File: src/rtl/max_52_2_pkg.sv
// max_52_2_pkg
//   Shared widths and operand type for the max_52_2 block.
//   OPW : operand width (each half of pi)
//   PIW : packed input width (two operands)
//   POW : output width (max value plus select flag)
package max_52_2_pkg;

  localparam int OPW = 4;
  localparam int PIW = 8;
  localparam int POW = 5;

  typedef logic [OPW-1:0] operand_t;

endpackage

File: src/rtl/max_52_2_cmp.sv
// max_52_2_cmp
//   Combinational unsigned max/select of two operands.
//   Ports:
//     a   : first operand (wins ties)
//     b   : second operand
//     max : larger of a and b
//     sel : 1 when b is strictly greater than a
module max_52_2_cmp
  import max_52_2_pkg::*;
(
  input  operand_t a,
  input  operand_t b,
  output operand_t max,
  output logic     sel
);

  assign sel = (b > a);
  assign max = sel ? b : a;

endmodule

File: src/rtl/max_52_2.sv
// max_52_2
//   Registered max-of-two selector with an optional running peak tracker.
//   Optional feature macro: MAX_52_2_PEAK_EN (adds peak_clr/peak and the
//   peak register).
//   Ports:
//     clk       : rising-edge clock
//     rst_n     : asynchronous active-low reset
//     in_valid  : qualifies pi this cycle
//     pi        : {A, B}, two unsigned 4-bit operands
//     po        : {sel, max(A,B)}, registered, 1-cycle latency, holds when idle
//     peak_clr  : synchronous clear of the peak tracker (MAX_52_2_PEAK_EN)
//     peak      : running maximum since reset or clear (MAX_52_2_PEAK_EN)
//     out_valid : qualifies po
module max_52_2
  import max_52_2_pkg::*;
(
  input  logic           clk,
  input  logic           rst_n,
  input  logic           in_valid,
  input  logic [PIW-1:0] pi,
  output logic [POW-1:0] po,
`ifdef MAX_52_2_PEAK_EN
  input  logic           peak_clr,
  output logic [OPW-1:0] peak,
`endif
  output logic           out_valid
);

  operand_t op_a;
  operand_t op_b;
  operand_t cur_max;
  logic     cur_sel;

  assign op_a = pi[PIW-1:OPW];
  assign op_b = pi[OPW-1:0];

  max_52_2_cmp u_cmp (
    .a   (op_a),
    .b   (op_b),
    .max (cur_max),
    .sel (cur_sel)
  );

  always_ff @(posedge clk or negedge rst_n) begin
    if (!rst_n) begin
      po        <= '0;
      out_valid <= 1'b0;
    end else begin
      out_valid <= in_valid;
      if (in_valid) begin
        po <= {cur_sel, cur_max};
      end
    end
  end

`ifdef MAX_52_2_PEAK_EN
  operand_t peak_upd;
  logic     peak_sel_unused;

  // Same comparator reused: the running peak only ever takes the larger of
  // itself and the new max, so it is bounded by 0xF and cannot wrap.
  max_52_2_cmp u_peak_cmp (
    .a   (peak),
    .b   (cur_max),
    .max (peak_upd),
    .sel (peak_sel_unused)
  );

  // A clear coinciding with a valid input restarts the peak at that input.
  always_ff @(posedge clk or negedge rst_n) begin
    if (!rst_n) begin
      peak <= '0;
    end else if (peak_clr) begin
      peak <= in_valid ? cur_max : '0;
    end else if (in_valid) begin
      peak <= peak_upd;
    end
  end
`endif

endmodule

File: config.mk
export PLATFORM = sky130hd
export DESIGN_NAME = max_52_2
export DESIGN_NICKNAME = d
export VERILOG_FILES = /design/src/rtl/max_52_2_pkg.sv /design/src/rtl/max_52_2_cmp.sv /design/src/rtl/max_52_2.sv
export SDC_FILE = /design/constraint.sdc
export NUM_CORES = 1
export LEC_CHECK = 0
export ABC_AREA = 1
export ABC_CLOCK_PERIOD_IN_PS = 900
export CAP_MARGIN = 25
export CORE_AREA = 2 2 39 41
export CTS_CLUSTER_DIAMETER = 200
export CTS_CLUSTER_SIZE = 8
export DETAILED_ROUTE_END_ITERATION = 10
export DIE_AREA = 0 0 41 43
export PLACE_DENSITY_LB_ADDON = 0.08
export SLEW_MARGIN = 5
export SYNTH_ARGS = -nofsm -noshare
export SYNTH_HDL_FRONTEND = slang
export SYNTH_SLANG_ARGS = --single-unit
File: constraint.sdc
create_clock -name clk -period 0.9 [get_ports clk]
set_input_delay 0.18 -clock clk [delete_from_list [all_inputs] [get_ports clk]]
set_output_delay 0.18 -clock clk [all_outputs]
set_load 0.005 [all_outputs]
==> impl_metrics.tcl <==
set metrics [dict create \
    outcome "finished, violations left" \
    failed_checks "negative setup slack" \
    synthSimpleGateAreaFrac 0.322 \
    n_fill_cell 136 \
    seqPwrFrac 0.325 \
    numCtsBuffers 3 \
    synth_xor_xnor_area_share 0 \
    intPower_uw 689 \
    timing.final.crit_share 1.05 \
    hold_class "primary input to async pin" \
    cpPeakStageDelay_ns 0.26 \
    grt-ovfl-total 0 \
    wirelength_um 1090 \
    max_freq_ghz 1.06 \
    dieArea_sq_um 1760 \
    regArea_sq_um 150 \
    worstSetupPathType "primary input to register" \
    core_area_sq_um 1380 \
    async_flop_share 1.00 \
    postCtsHoldBufs 0 \
    grt_use_met3 0.0157 \
    critical_path_required_ns 1.09 \
    crit_path_start "pi[7]" \
    clock_latency_ns 0.25 \
    cts.sinks 6 \
    dp_hpwl_um 720 \
    yosysSeqAreaShare 0.399 \
    dpl_cell_area_sq_um 696 \
    start_util 0.272 \
    vdd_ir_drop_max_mv 0.536 \
    antenna_found_initial 0 \
    combPwrFrac 0.423 \
    clkPwrFrac 0.252 \
    grt_pass1_wl_um 1660 \
    timing.hold.ws_ns 0.167 \
    ant_nets 0 \
    muxShareOfSynthArea 0 \
    critPathMostFrequentCell "nand2_2" \
    yosys-top-cells-area "dfrtp_1 40%, nand2_1 17%, ha_1 13%, nand3_1 12%, inv_1 12%" \
    routed-via-count 468 \
    setup_viol 9 \
    p_per_area_nw_per_um2 1200 \
    netlist_area_sq_um 377 \
    rr_endpoint "po[1]" \
    synth_ff_type "dfrtp_1" \
    crit_chain "buf_8 -> inv_12 -> ha_4 -> nand2_2 -> inv_2 -> nand2_2 -> nand2_4 -> nand2_4 -> nand2_2 -> nand3_2 -> nand2_1" \
    synth_common_cells "17 x nand2_1, 12 x inv_1, 9 x nand3_1, 6 x dfrtp_1, 4 x ha_1" \
    path_max_fanout 5 \
    die_y_um 43 \
    grt_pass1_vias 447 \
    synth_most_common_cell "nand2_1" \
    use_met2 0.247 \
    setup.worst_path.end_class "register" \
    swShare 0.301 \
    drt_iter0_markers 0 \
    synthAdderAreaFrac 0.133 \
    reg2reg_depth 4 \
    critPathLaunchType "primary input" \
    drt_first_pass_iters 1 \
    syn_inst 52 \
    tightest_slew_ns 0.255 \
    n_antenna_cell 0 \
    gp_congestion 0.696 \
    cts_root_buffer "clkbuf_4" \
    wl_per_cell_um 10.3 \
    synth_top_family_by_area "simple AND/OR/NAND/NOR gates" \
    busiest_layer "met2" \
    rsz0062_at_grt "true" \
    clkTransAtPathRegs_ns 0.04 \
    fin_ws_ns -0.0440 \
    layout.nets 107 \
    cts_tree "built" \
    die_x_um 41 \
    power_uw 985 \
    fin_area_sq_um 825 \
    clock_path_buffers 2 \
    synth_edf_count 0 \
    synth-compound-area-share 0.0266 \
    drv_cap 0 \
    reg2reg_slack_ns 0.07 \
    grt_usage 0.139 \
    layout-drive-gt1-share 0.689 \
    avgViaCountPerCell 4.42 \
    ys_types 8 \
    htree_levels 1 \
    crit_arrival_ns 1.13 \
    r2r_start "po[1]" \
    final-hold-violation-count 0 \
    skew_ns 0 \
    synth.top_cell.area_share 0.399 \
    numPortBuffers 16 \
    power.leakage_uw 0.000435 \
    multi_input_comb_area_sq_um 308 \
    syn_nets 67 \
    ys_warn_count 0 \
    cp_slowest_cell "ha_4" \
    synth_top_cell_by_area "dfrtp_1" \
    switchingPower_uw 296 \
    std_cell_rows 14 \
    synth-seq-cells 6 \
    relSlewSlack 0.829 \
    syn_avg_cell_area_sq_um 7.24 \
    ios 17 \
    area_growth_pct 119 \
    use_met1 0.142 \
    min_period_ns 0.944 \
    grt_max_degree 7 \
    drc 0 \
    drv_slew 0 \
]
-- state kept, by name, summed over array words and instances (netlist names) --
signal / cells
out_valid: 1
po: 5
-- worst max-delay path, delay by kind of cell --
kind,cells,cell delay [ns]
adders and majority gates,1,0.26
buffers and inverters,3,0.19
and+or+nand+nor,7,0.50
-- cell type report --
| class | count | share of cell area |
|---|---|---|
| flip-flops and latches | 6 | 0.182 |
| inverters | 12 | 0.0759 |
| clock buffers | 3 | 0.0273 |
| well taps | 16 | 0.0243 |
| repair buffers | 35 | 0.317 |
| multi-input cells | 34 | 0.373 |
-- power by group through the flow --
stage / clock network (uW) / registers, uW / logic [uW]
final: 248 / 321 / 417
after global routing: 264 / 324 / 463
after CTS: 257 / 322 / 385
after detailed placement: 0 / 327 / 348
after global placement: 0 / 324 / 348
after floorplan: 0 / 331 / 126
-- cells in the final DEF (no fill, tap or decap), drive strengths merged --
cell type | synthesis | layout
ha | 4 | 4
a21oi | 1 | 1
buf | 0 | 33
dfrtp | 6 | 6
clkbuf | 0 | 3
inv | 12 | 12
nand2 | 19 | 19
nand3 | 9 | 9
clkdlybuf4s50 | 0 | 2
o21ai | 1 | 1
-- worst max path at each step --
stage | endpoint
floorplan | po[0]
global placement | po[0]
detailed placement | po[0]
CTS | po[3]
global route | po[1]
finish | po[1]
-- logic make-up (layout without fill, tap and decap cells) --
logic type,after synthesis,after routing
buf+inv,12,50
compound gates,2,2
simple gates,28,28
flops,6,6
fa+ha+maj,4,4
-- metal layers --
metal | wire length (um) | up-vias
li1 | - | 239
met1 | 393 | 214
met2 | 615 | 13
met3 | 61 | 2
met4 | 18 | 0
met5 | 0 | -
-- per-stage QoR --
step                      instances  setup WS (ns)  setup TNS (ns)  utilization
after floorplan                  52         -0.125          -0.518            -
after global placement           94         -0.855           -4.72        0.503
after detailed placement         94         -0.878           -4.87        0.503
after CTS                       104        -0.0534          -0.319        0.569
after global routing            106         -0.105          -0.674        0.596
final                           106        -0.0440          -0.232        0.596
-- timing repair --
item	4_1_cts	5_1_grt
buffers inserted	7	2
pin swaps	18	7
gates resized for setup	73	8
endpoints found under the setup margin	11	11
Note: power is estimated with default switching activity, not from simulation.
